<file path="config.mk">
export PLATFORM = sky130hd
export DESIGN_NAME = rvsteel_loader
export DESIGN_NICKNAME = d
export VERILOG_FILES = /design/src/rtl/rvsteel_loader.sv
export SDC_FILE = /design/constraint.sdc
export NUM_CORES = 1
export LEC_CHECK = 0
export BUFFER_PORTS_ARGS = -buffer_cell sky130_fd_sc_hd__buf_2
export CAP_MARGIN = 20
export CELL_PAD_IN_SITES_DETAIL_PLACEMENT = 1
export CELL_PAD_IN_SITES_GLOBAL_PLACEMENT = 2
export CORE_MARGIN = 2
export CORE_UTILIZATION = 30
export DETAILED_ROUTE_END_ITERATION = 6
export PLACE_DENSITY_LB_ADDON = 0.1
export SYNTH_ARGS = -nofsm -noshare
export SYNTH_HDL_FRONTEND = slang
export SYNTH_SLANG_ARGS = --single-unit
</file>
<file path="constraint.sdc">
create_clock -name clock -period 21.4 [get_ports clock]
set_input_delay 3.21 -clock clock [delete_from_list [all_inputs] [get_ports clock]]
set_output_delay 3.21 -clock clock [all_outputs]
set_load 0.03 [all_outputs]
</file>
<file path="src/rtl/rvsteel_loader.sv">
// Serial boot loader: receives a framed image over UART 8N1 and writes it to RAM
// through a simple request/response bus, holding the core in halt until loaded.
module rvsteel_loader #(
  parameter int unsigned CLOCK_FREQUENCY = 50000000,
  parameter int unsigned UART_BAUD_RATE  = 9600,
  parameter logic [31:0] BASE_ADDRESS    = 32'h00000000,
  parameter int unsigned MAX_SIZE        = 8192
) (
  input  logic        clock,
  input  logic        reset,
  input  logic        uart_rx,
  output logic [31:0] rw_address,
  output logic [31:0] write_data,
  output logic [3:0]  write_strobe,
  output logic        write_request,
  input  logic        write_response,
  output logic        core_halt,
  output logic        load_error
);

  localparam int unsigned BIT_CYCLES  = CLOCK_FREQUENCY / UART_BAUD_RATE;
  localparam int unsigned HALF_CYCLES = BIT_CYCLES / 2;
  localparam int unsigned CNT_W       = $clog2(BIT_CYCLES + 1);

  typedef enum logic [1:0] {RX_IDLE, RX_START, RX_DATA, RX_STOP} rx_state_t;
  typedef enum logic [2:0] {WAIT_MAGIC, LEN, DATA, CSUM, FLUSH, DONE} state_t;

  // uart_rx is asynchronous to clock; resynchronize before use
  logic rx_meta, rx_sync;

  always_ff @(posedge clock or posedge reset) begin
    if (reset) begin
      rx_meta <= 1'b1;
      rx_sync <= 1'b1;
    end else begin
      rx_meta <= uart_rx;
      rx_sync <= rx_meta;
    end
  end

  rx_state_t        rx_state, rx_state_n;
  logic [CNT_W-1:0] rx_cnt, rx_cnt_n;
  logic [2:0]       rx_bit, rx_bit_n;
  logic [7:0]       rx_shift, rx_shift_n;
  logic             rx_valid, rx_valid_n;
  logic             rx_ferr, rx_ferr_n;

  always_ff @(posedge clock or posedge reset) begin
    if (reset) begin
      rx_state <= RX_IDLE;
      rx_cnt   <= '0;
      rx_bit   <= '0;
      rx_shift <= '0;
      rx_valid <= 1'b0;
      rx_ferr  <= 1'b0;
    end else begin
      rx_state <= rx_state_n;
      rx_cnt   <= rx_cnt_n;
      rx_bit   <= rx_bit_n;
      rx_shift <= rx_shift_n;
      rx_valid <= rx_valid_n;
      rx_ferr  <= rx_ferr_n;
    end
  end

  // Receiver: confirm start at half bit, then sample each bit one period later
  always_comb begin
    rx_state_n = rx_state;
    rx_cnt_n   = rx_cnt;
    rx_bit_n   = rx_bit;
    rx_shift_n = rx_shift;
    rx_valid_n = 1'b0;
    rx_ferr_n  = 1'b0;
    case (rx_state)
      RX_IDLE: begin
        rx_cnt_n = '0;
        if (!rx_sync) rx_state_n = RX_START;
      end
      RX_START: begin
        if (rx_cnt == CNT_W'(HALF_CYCLES - 1)) begin
          rx_cnt_n = '0;
          rx_bit_n = '0;
          rx_state_n = rx_sync ? RX_IDLE : RX_DATA;
        end else begin
          rx_cnt_n = rx_cnt + CNT_W'(1);
        end
      end
      RX_DATA: begin
        if (rx_cnt == CNT_W'(BIT_CYCLES - 1)) begin
          rx_cnt_n   = '0;
          rx_shift_n = {rx_sync, rx_shift[7:1]};
          if (rx_bit == 3'd7) rx_state_n = RX_STOP;
          else                rx_bit_n   = rx_bit + 3'd1;
        end else begin
          rx_cnt_n = rx_cnt + CNT_W'(1);
        end
      end
      RX_STOP: begin
        if (rx_cnt == CNT_W'(BIT_CYCLES - 1)) begin
          rx_cnt_n   = '0;
          rx_state_n = RX_IDLE;
          rx_valid_n = rx_sync;
          rx_ferr_n  = !rx_sync;
        end else begin
          rx_cnt_n = rx_cnt + CNT_W'(1);
        end
      end
      default: rx_state_n = RX_IDLE;
    endcase
  end

  state_t      state, state_n;
  logic [31:0] len, len_n;
  logic [1:0]  len_idx, len_idx_n;
  logic [31:0] byte_cnt, byte_cnt_n;
  logic [7:0]  sum, sum_n;
  logic [31:0] asm_word, asm_word_n;
  logic [3:0]  asm_strobe, asm_strobe_n;
  logic [31:0] rw_address_n, write_data_n;
  logic [3:0]  write_strobe_n;
  logic        write_request_n, core_halt_n, load_error_n;

  logic [1:0]  lane_c;
  logic [31:0] word_c;
  logic [3:0]  strobe_c;
  logic [31:0] len_full_c;
  logic        last_c;

  always_ff @(posedge clock or posedge reset) begin
    if (reset) begin
      state         <= WAIT_MAGIC;
      len           <= '0;
      len_idx       <= '0;
      byte_cnt      <= '0;
      sum           <= '0;
      asm_word      <= '0;
      asm_strobe    <= '0;
      rw_address    <= '0;
      write_data    <= '0;
      write_strobe  <= '0;
      write_request <= 1'b0;
      core_halt     <= 1'b1;
      load_error    <= 1'b0;
    end else begin
      state         <= state_n;
      len           <= len_n;
      len_idx       <= len_idx_n;
      byte_cnt      <= byte_cnt_n;
      sum           <= sum_n;
      asm_word      <= asm_word_n;
      asm_strobe    <= asm_strobe_n;
      rw_address    <= rw_address_n;
      write_data    <= write_data_n;
      write_strobe  <= write_strobe_n;
      write_request <= write_request_n;
      core_halt     <= core_halt_n;
      load_error    <= load_error_n;
    end
  end

  // Assembly word with the incoming byte merged into its lane
  always_comb begin
    lane_c     = byte_cnt[1:0];
    word_c     = asm_word;
    word_c[{lane_c, 3'b000} +: 8] = rx_shift;
    strobe_c   = asm_strobe | (4'b0001 << lane_c);
    len_full_c = {rx_shift, len[23:0]};
    last_c     = (byte_cnt + 32'd1) == len;
  end

  always_comb begin
    state_n         = state;
    len_n           = len;
    len_idx_n       = len_idx;
    byte_cnt_n      = byte_cnt;
    sum_n           = sum;
    asm_word_n      = asm_word;
    asm_strobe_n    = asm_strobe;
    rw_address_n    = rw_address;
    write_data_n    = write_data;
    write_strobe_n  = write_strobe;
    write_request_n = write_request;
    core_halt_n     = core_halt;
    load_error_n    = load_error;

    // An acknowledged write frees the pending slot this cycle
    if (write_request && write_response) write_request_n = 1'b0;

    case (state)
      WAIT_MAGIC: begin
        if (rx_valid && rx_shift == 8'hA5) begin
          state_n      = LEN;
          len_n        = '0;
          len_idx_n    = '0;
          byte_cnt_n   = '0;
          sum_n        = '0;
          asm_word_n   = '0;
          asm_strobe_n = '0;
        end
      end
      LEN: begin
        if (rx_valid) begin
          len_n[{len_idx, 3'b000} +: 8] = rx_shift;
          len_idx_n = len_idx + 2'd1;
          if (len_idx == 2'd3) begin
            if (len_full_c > 32'(MAX_SIZE)) begin
              load_error_n = 1'b1;
              state_n      = WAIT_MAGIC;
            end else if (len_full_c == 32'd0) begin
              state_n = CSUM;
            end else begin
              state_n = DATA;
            end
          end
        end
      end
      DATA: begin
        if (rx_valid) begin
          sum_n      = sum + rx_shift;
          byte_cnt_n = byte_cnt + 32'd1;
          if (lane_c == 2'd3 || last_c) begin
            if (write_request && !write_response) begin
              load_error_n = 1'b1;
              state_n      = WAIT_MAGIC;
            end else begin
              write_request_n = 1'b1;
              rw_address_n    = BASE_ADDRESS + {byte_cnt[31:2], 2'b00};
              write_data_n    = word_c;
              write_strobe_n  = strobe_c;
              asm_word_n      = '0;
              asm_strobe_n    = '0;
              if (last_c) state_n = CSUM;
            end
          end else begin
            asm_word_n   = word_c;
            asm_strobe_n = strobe_c;
          end
        end
      end
      CSUM: begin
        if (rx_valid) begin
          if (rx_shift == sum) begin
            state_n = FLUSH;
          end else begin
            load_error_n = 1'b1;
            state_n      = WAIT_MAGIC;
          end
        end
      end
      FLUSH: begin
        if (!write_request) begin
          state_n      = DONE;
          core_halt_n  = 1'b0;
          load_error_n = 1'b0;
        end
      end
      DONE: core_halt_n = 1'b0;
      default: state_n = WAIT_MAGIC;
    endcase

    // A framing error aborts any frame in progress; once loaded the line is ignored
    if (rx_ferr && state != DONE) begin
      load_error_n = 1'b1;
      state_n      = WAIT_MAGIC;
    end
  end

endmodule

</file>
After elaboration in Yosys (flattened, before gate mapping)

Index checks and enable logic that the tools add are counted.

Flip-flop bits (word level): 212
Output and inout bits: 71

Add/subtract/negate cells: 7
$lt $le $gt $ge: 1
Equality and inequality tests: 40
Shift-type cells: 5
Multiplexer cells: 71
Bitwise operators: 2
Reductions and logical operators: 26

Operators by type and width:

| kind                   | count |
|---|---|
| $mux 32                | 6 |
| $pmux 32 s2            | 3 |
| $bwmux 32              | 2 |
| $shift 8x7->32 const A | 2 |
| $shiftx 8x7->32        | 2 |
| $mux 3                 | 14 |
| $pmux 13 s3            | 1 |
| $ne 3x3->1 const B     | 12 |
| $add 32x1->32 const B  | 1 |
| $eq 32x32->1           | 1 |
| $gt 32x14->1 const B   | 1 |
| $logic_not 32->1       | 1 |
| $mux 13                | 2 |
| $ne 2x2->1 const B     | 11 |
| $mux 1                 | 20 |
| $mux 2                 | 9 |
| $pmux 3 s6             | 1 |
| $mux 4                 | 4 |
| $mux 8                 | 2 |
| $pmux 8 s2             | 1 |
| $neg 5->7              | 2 |
| $add 13x1->13 const B  | 1 |
| $eq 13x12->1 const B   | 1 |
| $eq 13x13->1 const B   | 1 |
| 34 further kinds       | 51 |

Logic depth before layout (Yosys ltp)

Gate-level depths: netlist of the first run.

Depth after elaboration: 8
Mapped depth: 13
Gate-level depth less buffers: 10

Worst setup path before layout of the first run

No wires, ideal clock.

Path type: in2reg
From: input port write_response
To: register rw_address[31]
Data arrival time: 4.105 ns
Slack: 17.168 ns
Cell stages on the path: 5
Buffers on the path: 2
Cells stage by stage: nor2b_1 nor3_2 buf_6 buf_8 mux2_1

Longest elaborated chain between the ends: 4

RTL lines:

| element                           | line | source |
|---|---|---|
| start: declaration                | 16   | `input logic write_response,` |
| $logic_not 1->1                   | 222  | `if (write_request && !write_response) begin` |
| $logic_and 1x1->1                 | 222  |  |
| $not 1->1 (no source line)        | -    |  |
| $reduce_and 4->1 (no source line) | -    |  |
| end signal: assignment            | 152  | `rw_address <= rw_address_n;` |
| end: declaration                  | 12   | `output logic [31:0] rw_address,` |

Every way passes these cells.
A chain may end at the register's enable or synchronous reset.

Final worst setup path of the first run

From: register byte_cnt[0]
To: register write_data[28]

Longest elaborated chain between the ends: 4
Elaborated cells on any way between the ends: 9
Those cells by class: add/sub (2); eq/ne (2); shift (2); mux (1); reduce/logical (2)

RTL lines:

| element                           | line | source |
|---|---|---|
| start: declaration                | 115  | `logic [31:0] byte_cnt, byte_cnt_n;` |
| start signal: assignment          | 148  | `byte_cnt <= byte_cnt_n;` |
| $add 32x1->32                     | 168  | `last_c = (byte_cnt + 32'd1) == len;` |
| $eq 32x32->1                      | 168  |  |
| $logic_or 1x1->1                  | 221  | `if (lane_c == 2'd3 \|\| last_c) begin` |
| $reduce_and 4->1 (no source line) | -    |  |
| end signal: assignment            | 153  | `write_data <= write_data_n;` |
| end: declaration                  | 13   | `output logic [31:0] write_data,` |

Several ways; a longest one is shown, not always the timed one.

==> tab_implementation.tex, run 1 <==
\begin{tabular}{lr}
\hline
Metric & Value \\
\hline
\multicolumn{2}{l}{\textbf{Drt}} \\
\quad \# DRC & 0 \\
\quad Iteration-0 DRC Markers & between 300 and 400 \\
\quad Aggregate routed wire length & $\sim$36000 um \\
\quad Count of antenna-violating nets left after detailed routing & 0 \\
\quad Routed len/inst & 20.1 um \\
\quad Number of search-and-repair iterations in the first detailed-routing pass & 4 \\
\quad Drt via density & 4.95 \\
\quad Via count & 8907 \\
\multicolumn{2}{l}{\textbf{Global route}} \\
\quad Grt total ovfl & 0 \\
\quad Largest net degree at the start of global routing & 91 \\
\quad Initial antenna violation count & 0 \\
\quad GRT Overall Usage & 0.190 \\
\quad First-pass GRT wire length & 57400 um \\
\quad Vias in the first global route & 9364 \\
\multicolumn{2}{l}{\textbf{STA}} \\
\quad Setup-failing EPs final & 0 \\
\quad Fin worst setup slack & 16390 ps \\
\quad Post-layout minimum cycle time & 5010 ps \\
\quad Accumulated negative setup slack & 0 ps \\
\quad Relative slew margins & 0.337 \\
\quad Final critical-path share of the clock period & 0.234 \\
\quad Final Hold Vio Count & 0 \\
\quad Maximum clock skew at final layout & approximately 22 ps \\
\quad Count of final max-slew check failures & 0 \\
\quad Setup repair after global routing missed its margin & false \\
\quad Transition time at the pin with the least slew margin & 987 ps \\
\quad Maximum operating frequency & approximately 0.20 GHz \\
\multicolumn{2}{l}{\textbf{Synthesis}} \\
\quad Synth Area per Inst & 9.26 um2 \\
\quad Yosys warnings & 0 \\
\quad Number of instances in the synthesized netlist & 1226 \\
\quad Number of library cell types mapped by synthesis & 67 \\
\quad Commonest register cell after synthesis & dfrtp\_1 \\
\quad Syn Std Cell Area & 0.0114 mm2 \\
\quad Count of flip-flops with a built-in enable after synthesis & 0 \\
\quad Register bit count reported by yosys & 212 \\
\quad Sequential share of the synthesized area & 0.468 \\
\quad Share of synthesized registers carrying an async set or reset & 1.00 \\
\multicolumn{2}{l}{\textbf{Final layout}} \\
\quad Filler Cell Count & about 4300 \\
\quad Final cell count without fillers & 1800 \\
\quad Register cell area after layout & around 0.0053 mm2 \\
\quad Area of combinational cells with multiple inputs & $\sim$0.0055 mm2 \\
\quad Nets & 1296 \\
\quad Top library cells by usage in the layout, fill and taps aside & 216 x nand2\_1, 209 x dfrtp\_1, 123 x o21ai\_0 \\
\quad Commonest non-fill, non-tap cell in the layout & nand2\_1 \\
\quad Layout Area Growth over Synthesis & 14.7\% \\
\quad Final cell utilization of the core & 0.348 \\
\quad Number of inserted diodes & 0 \\
\quad Fraction of layout cells with a size suffix above 1 & 0.145 \\
\multicolumn{2}{l}{\textbf{Setup path}} \\
\quad Number of buffer and inverter instances along the worst setup path & 1 \\
\quad Largest driver fanout on the critical path & 43 \\
\quad Data required time of the critical path & 21840 ps \\
\quad Slowest Stage Delay on Critical Path & 700 ps \\
\quad CP arrival & between 5000 and 6000 ps \\
\quad CP Class & flip-flop to flip-flop \\
\quad Crit-path slowest cell & ha\_1 \\
\quad Kind of capture point of the worst setup path & flip-flop \\
\quad Cell family with the largest share of critical-path delay & simple AND/OR/NAND/NOR gates \\
\quad Critical Path Start Type & flip-flop \\
\quad Crit-path cells & ha\_1, nand2\_1, or4\_1, xnor2\_1, a2111oi\_1, nand3\_1, o21a\_1, nor3\_4, buf\_4, mux2\_2 \\
\multicolumn{2}{l}{\textbf{Hold path}} \\
\quad Tightest Hold Check Type & flip-flop to flip-flop \\
\multicolumn{2}{l}{\textbf{CTS}} \\
\quad Number of clock sinks & 212 \\
\quad CTS clk-pin slew, worst paths & 60 ps \\
\quad Number of H-tree levels & 1 \\
\quad CTS tree & done \\
\quad Clock tree root driver cell & clkbuf\_16 \\
\quad Total setup buffers inserted after CTS & 0 \\
\quad Cts repair resizes & 0 \\
\quad Maximum count of clock buffers along a single path & 3 \\
\quad Cts-stage hold buffer count & 0 \\
\quad Clock latency of the later-clocked register in the worst-skew pair & roughly 560 ps \\
\quad Number of CTS-inserted buffers & 27 \\
\multicolumn{2}{l}{\textbf{Floorplanning}} \\
\quad Vertical die dimension & 199 um \\
\quad Area of the die & 0.0394 mm2 \\
\quad Horizontal die dimension & 199 um \\
\quad Placeable core region & about 0.037 mm2 \\
\quad I/O pin count & 75 \\
\quad Placement row count & approximately 70 \\
\quad Starting Density & 0.303 \\
\multicolumn{2}{l}{\textbf{Pwr}} \\
\quad Peak supply drop & 0.0530 mV \\
\quad Share of total power in combinational logic & 0.011 \\
\quad Power per unit of standard cell area & 65.5 mW/mm2 \\
\quad Leakage component of the power & 6.11 nW \\
\quad Power share of the sequential group & 0.471 \\
\quad Internal power summed over all cells & approximately 0.00066 W \\
\quad Sw Share & 0.225 \\
\quad Clock network fraction of total power & 0.518 \\
\quad Power dissipated by switching net loads & 0.000192 W \\
\multicolumn{2}{l}{\textbf{Placed design}} \\
\quad Final HPWL DP & 23900 um \\
\quad Placed cell count & around 1800 \\
\quad Number of I/O port buffers & 72 \\
\quad Placer congestion estimate & 0.779 \\
\quad Worst slack after detailed placement & 16370 ps \\
\multicolumn{2}{l}{\textbf{Status}} \\
\quad Outcome & completed \\
\multicolumn{2}{l}{\textbf{Job}} \\
\quad Number of max-capacitance violations reported & 0 \\
\hline
\end{tabular}
-- layer usage --
metal | track usage | routed length, um | vias up
li1 | - | - | 4291
met1 | 0.261 | 17100 | 4457
met2 | 0.318 | 17200 | 115
met3 | 0.0237 | 1120 | 44
met4 | 0.0451 | 734 | 0
met5 | 0 | 0 | -
-- metrics by stage --
stage	hold slack (ps)	power [W]	cell area (um2)
finish	355	0.000853	13000
global route	359	0.000889	13000
CTS	356	0.000872	13000
detailed placement	348	0.000419	12200
global placement	346	0.000419	12200
floorplan	345	0.000415	11400
-- area by class of cell --
type | count | share of cell area
clock inverter | 6 | 0.00509
multi-input combinational | 883 | 0.423
tap | 511 | 0.0491
clock buffer | 43 | 0.0595
sequential | 212 | 0.408
inverter | 51 | 0.0153
timing repair buffer | 94 | 0.0403
-- final timing paths --
check / from / to / slack (ps) / cells past startpoint
setup / recovery: byte_cnt[0]$_DFFE_PP0P_ / write_data[28]$_DFFE_PP0P_ / 16390 / 10
hold / removal: rx_meta$_DFF_PP1_ / rx_sync$_DFF_PP1_ / 350 / 0
setup reg to reg: byte_cnt[0]$_DFFE_PP0P_ / write_data[28]$_DFFE_PP0P_ / 16390 / 10
hold reg to reg: rx_meta$_DFF_PP1_ / rx_sync$_DFF_PP1_ / 350 / 0
max in group asynchronous: reset / write_strobe[1]$_DFFE_PP0P_ / 17290 / 3
min in group asynchronous: reset / rw_address[13]$_DFFE_PP0P_ / 2760 / 2
-- flip-flops by register name, indices dropped and copies added (netlist names), 2 cells and up, named ones only --
| name | flops |
|---|---|
| rx_cnt | 13 |
| write_data | 32 |
| rw_address | 30 |
| byte_cnt | 32 |
| sum | 8 |
| asm_strobe | 4 |
| len | 32 |
| write_strobe | 4 |
| asm_word | 32 |
| state | 3 |
| rx_shift | 8 |
| rx_bit | 3 |
| len_idx | 2 |
-- cells in the mapped netlist (all sizes together), types with 6 or more instances --
library cell  number  area share
ha                22       0.024
a21o              34       0.022
a22o               6      0.0046
and4              10      0.0077
inv               51       0.017
or3               10      0.0060
a21oi             50       0.022
dfrtp            209        0.46
mux2              73       0.072
xnor2             47       0.036
nand3             30       0.013
and2              18      0.0099
mux2i              6      0.0053
nand2            217       0.072
nor2b              7      0.0039
buf               27       0.015
nand4             19       0.012
o31ai             19       0.013
nor3              18      0.0084
xor2              24       0.019
nor4              15       0.010
o21ai            127       0.056
nor2              67       0.022
clkbuf            54       0.018
and3              11      0.0061
-- power by group through the flow --
| stage | Sequential [W] | Clock [W] | Combinational (W) |
|---|---|---|---|
| finish | 0.000402 | 0.000442 | 0.00000955 |
| floorplan | 0.000409 | 0 | 0.00000670 |
| CTS | 0.000401 | 0.000460 | 0.0000105 |
| detailed placement | 0.000409 | 0 | 0.0000104 |
| global placement | 0.000409 | 0 | 0.0000105 |
| global route | 0.000401 | 0.000477 | 0.0000115 |
-- kinds of logic after synthesis --
logic type,count (synthesis),share of synthesized area
muxes,79,0.0777
xor gates and xnor gates,71,0.0548
other,1,0.000330
buffers and inverters,132,0.0499
AOI/OAI and AO/OA,263,0.137
adders and majority gates,23,0.0260
and+or+nand+nor,445,0.187
DFF,212,0.468
-- worst register-to-register path, stage by stage (launching register included) --
cell       delay (ps)
dfrtp_1           640
ha_1              700
nand2_1           350
or4_1             650
xnor2_1           160
a2111oi_1         540
nand3_1           270
o21a_1            380
nor3_4            220
buf_4             510
mux2_2            470
Power figures use the tool's default switching activity.
==> run 2: changes to the inputs <==
==> constraint.sdc (replaced) <==
create_clock -name clock -period 4.6 [get_ports clock]
set_input_delay 0.69 -clock clock [delete_from_list [all_inputs] [get_ports clock]]
set_output_delay 0.69 -clock clock [all_outputs]
set_load 0.03 [all_outputs]
==> run 2 against run 1 <==
  * Largest cell class unchanged
  * Core utilization up 0.44 points
  * Highest routed layer unchanged
  * Non-clock buffer count rose by 17
  * Design area is 1.3% higher
  * First-iteration DRC count grew 12%
  * Largest power group unchanged
  * Worst hold slack got worse by 290 ps
==> tab_implementation.tex, run 2 (synthesis gave the netlist of run 1 again) <==
\begin{tabular}{lr}
\hline
Metric & Value \\
\hline
\multicolumn{2}{l}{\textbf{Final layout}} \\
\quad Number of inserted diodes & 0 (unchanged) \\
\quad Post-route cell area & 0.0132 mm2 (+1.3\%) \\
\quad Fraction of layout cells with a size suffix above 1 & 0.157 (+0.0118) \\
\quad Final cell count without fillers & 1818 (+1.0\%) \\
\quad Layout Area Growth over Synthesis & 16.2\% \\
\quad Commonest non-fill, non-tap cell in the layout & nand2\_1 \\
\quad Top library cells by usage in the layout, fill and taps aside & 216 x nand2\_1, 209 x dfrtp\_1, 123 x o21ai\_0 \\
\quad Nets & 1314 (+1.4\%) \\
\quad Area of combinational cells with multiple inputs & 0.00551 mm2 (unchanged) \\
\quad Register cell area after layout & 0.00531 mm2 (unchanged) \\
\quad Filler Cell Count & 4376 (+0.67\%) \\
\multicolumn{2}{l}{\textbf{Placed design}} \\
\quad Placed Instance Area & 0.0123 mm2 (+1.4\%) \\
\quad Worst slack after detailed placement & 257 ps (-16110 ps) \\
\quad Number of I/O port buffers & 72 (unchanged) \\
\quad Placed cell count & 1768 (+1.0\%) \\
\quad Placer congestion estimate & 0.823 (+5.6\%) \\
\quad Final HPWL DP & 25500 um (+6.7\%) \\
\multicolumn{2}{l}{\textbf{CTS}} \\
\quad Number of clock sinks & 212 (unchanged) \\
\quad CTS tree & done \\
\quad Cts repair resizes & 0 (unchanged) \\
\quad Cts-stage hold buffer count & 0 (unchanged) \\
\quad Clock tree root driver cell & clkbuf\_16 \\
\quad Clock latency of the later-clocked register in the worst-skew pair & 580 ps (+20 ps) \\
\quad CTS clk-pin slew, worst paths & 60 ps (about the same) \\
\quad Total setup buffers inserted after CTS & 0 (unchanged) \\
\quad Maximum count of clock buffers along a single path & 3 (unchanged) \\
\quad Number of CTS-inserted buffers & 28 (+3.7\%) \\
\quad Number of H-tree levels & 1 (unchanged) \\
\multicolumn{2}{l}{\textbf{Drt}} \\
\quad Count of antenna-violating nets left after detailed routing & 0 (unchanged) \\
\quad Routed len/inst & 20.6 um (+2.4\%) \\
\quad Via count & 9079 (+1.9\%) \\
\quad Number of search-and-repair iterations in the first detailed-routing pass & 4 (unchanged) \\
\quad Aggregate routed wire length & 37400 um (+3.4\%) \\
\quad \# DRC & 0 (unchanged) \\
\quad Drt via density & 4.99 (+0.92\%) \\
\quad Iteration-0 DRC Markers & 410 (+12\%) \\
\multicolumn{2}{l}{\textbf{Global route}} \\
\quad Initial antenna violation count & 0 (unchanged) \\
\quad Largest net degree at the start of global routing & 136 (+49\%) \\
\quad Vias in the first global route & 9530 (+1.8\%) \\
\quad GRT Overall Usage & 0.196 (+0.00608) \\
\quad First-pass GRT wire length & 58900 um (+2.6\%) \\
\quad Grt total ovfl & 0 (unchanged) \\
\multicolumn{2}{l}{\textbf{STA}} \\
\quad Final-layout worst hold slack & 63.4 ps (-291 ps) \\
\quad Post-layout minimum cycle time & 4280 ps (-731 ps) \\
\quad Maximum clock skew at final layout & 28.3 ps (+6.19 ps) \\
\quad Setup repair after global routing missed its margin & false \\
\quad Maximum operating frequency & 0.234 GHz (+17\%) \\
\quad Transition time at the pin with the least slew margin & 978 ps (-9.43 ps) \\
\quad Setup-failing EPs final & 0 (unchanged) \\
\quad Relative slew margins & 0.344 (+0.00633) \\
\quad Fin worst setup slack & 320 ps (-16070 ps) \\
\quad Accumulated negative setup slack & 0 ps (unchanged) \\
\quad Final critical-path share of the clock period & 0.930 (+0.696) \\
\quad Final Hold Vio Count & 0 (unchanged) \\
\quad Count of final max-slew check failures & 0 (unchanged) \\
\multicolumn{2}{l}{\textbf{Floorplanning}} \\
\quad Placement row count & 71 (unchanged) \\
\quad Vertical die dimension & 199 um (unchanged) \\
\quad I/O pin count & 75 (unchanged) \\
\quad Area of the die & 0.0394 mm2 (unchanged) \\
\quad Starting Density & 0.303 (unchanged) \\
\quad Placeable core region & 0.0375 mm2 (unchanged) \\
\quad Horizontal die dimension & 199 um (unchanged) \\
\multicolumn{2}{l}{\textbf{Setup path}} \\
\quad CP Class & flip-flop to flip-flop \\
\quad Kind of capture point of the worst setup path & flip-flop \\
\quad Largest driver fanout on the critical path & 20 (-53\%) \\
\quad Startpoint of the worst-slack reg-to-reg timing path & byte\_cnt[16]\$\_DFFE\_PP0P\_ \\
\quad Critical Path Start Type & flip-flop \\
\quad CP arrival & 4720 ps (-730 ps) \\
\quad Worst Setup SP & byte\_cnt[16]\$\_DFFE\_PP0P\_ \\
\quad Data required time of the critical path & 5040 ps (-16800 ps) \\
\multicolumn{2}{l}{\textbf{Job}} \\
\quad Number of max-capacitance violations reported & 0 (unchanged) \\
\multicolumn{2}{l}{\textbf{Pwr}} \\
\quad Leakage component of the power & 6.22 nW (+1.8\%) \\
\quad Power per unit of standard cell area & 300 mW/mm2 (+360\%) \\
\quad Peak supply drop & 0.280 mV (+430\%) \\
\multicolumn{2}{l}{\textbf{Status}} \\
\quad Outcome & completed \\
\multicolumn{2}{l}{\textbf{Hold path}} \\
\quad Tightest Hold Check Type & input pin to asynchronous set/reset pin \\
\hline
\end{tabular}
run 2: area by class of cell:
| type | instances | area share |
|---|---|---|
| multi-input cells | 883 | 0.418 |
| clock inverters | 6 | 0.00351 |
| flip-flops and latches | 212 | 0.402 |
| clock buffers | 44 | 0.0607 |
| inverters | 51 | 0.0148 |
| repair buffers | 111 | 0.0523 |
| well taps | 511 | 0.0485 |
run 2: worst paths after layout:
kind	slack [ps]	cells past startpoint	endpoint
min in group clock	220	1	rx_meta$_DFF_PP1_
max in group asynchronous	3450	3	write_data[14]$_DFFE_PP0P_
hold reg to reg	360	0	rx_sync$_DFF_PP1_
setup reg to reg	320	10	rw_address[25]$_DFFE_PP0P_
hold / removal	60	2	byte_cnt[9]$_DFFE_PP0P_
setup / recovery	320	10	rw_address[25]$_DFFE_PP0P_
run 2: routing by layer:
metal,global-route usage,share of wire,up-vias
met5,0,0,-
met4,0.0437,0.023,0
met3,0.0263,0.027,49
met2,0.332,0.48,127
met1,0.266,0.47,4561
li1,-,-,4342
run 2: where the power goes:
group | total [W] | switching [W] | internal (W) | leakage (nW)
sequential | 0.00187 | 0.000000669 | 0.00187 | 2.91
clock | 0.00205 | 0.000859 | 0.00119 | 0.407
combinational | 0.0000462 | 0.0000418 | 0.00000434 | 2.90
total | 0.00396 | 0.000901 | 0.00306 | 6.22
run 2: worst max-delay path, cell delays in order, from the launching register on:
cell	delay, ps
dfrtp_1	630
nand3_1	310
or3_1	520
or4_1	600
xnor2_1	170
a2111oi_0	380
nand3_1	200
o21a_1	370
nor3_4	270
buf_4	330
mux2_2	370
run 2: stage by stage:
step / power (W) / util
finish: 0.00396 / 0.352
global route: 0.00411 / 0.352
CTS: 0.00404 / 0.352
detailed placement: 0.00195 / 0.329
global placement: 0.00195 / 0.329
floorplan: 0.00193 / -
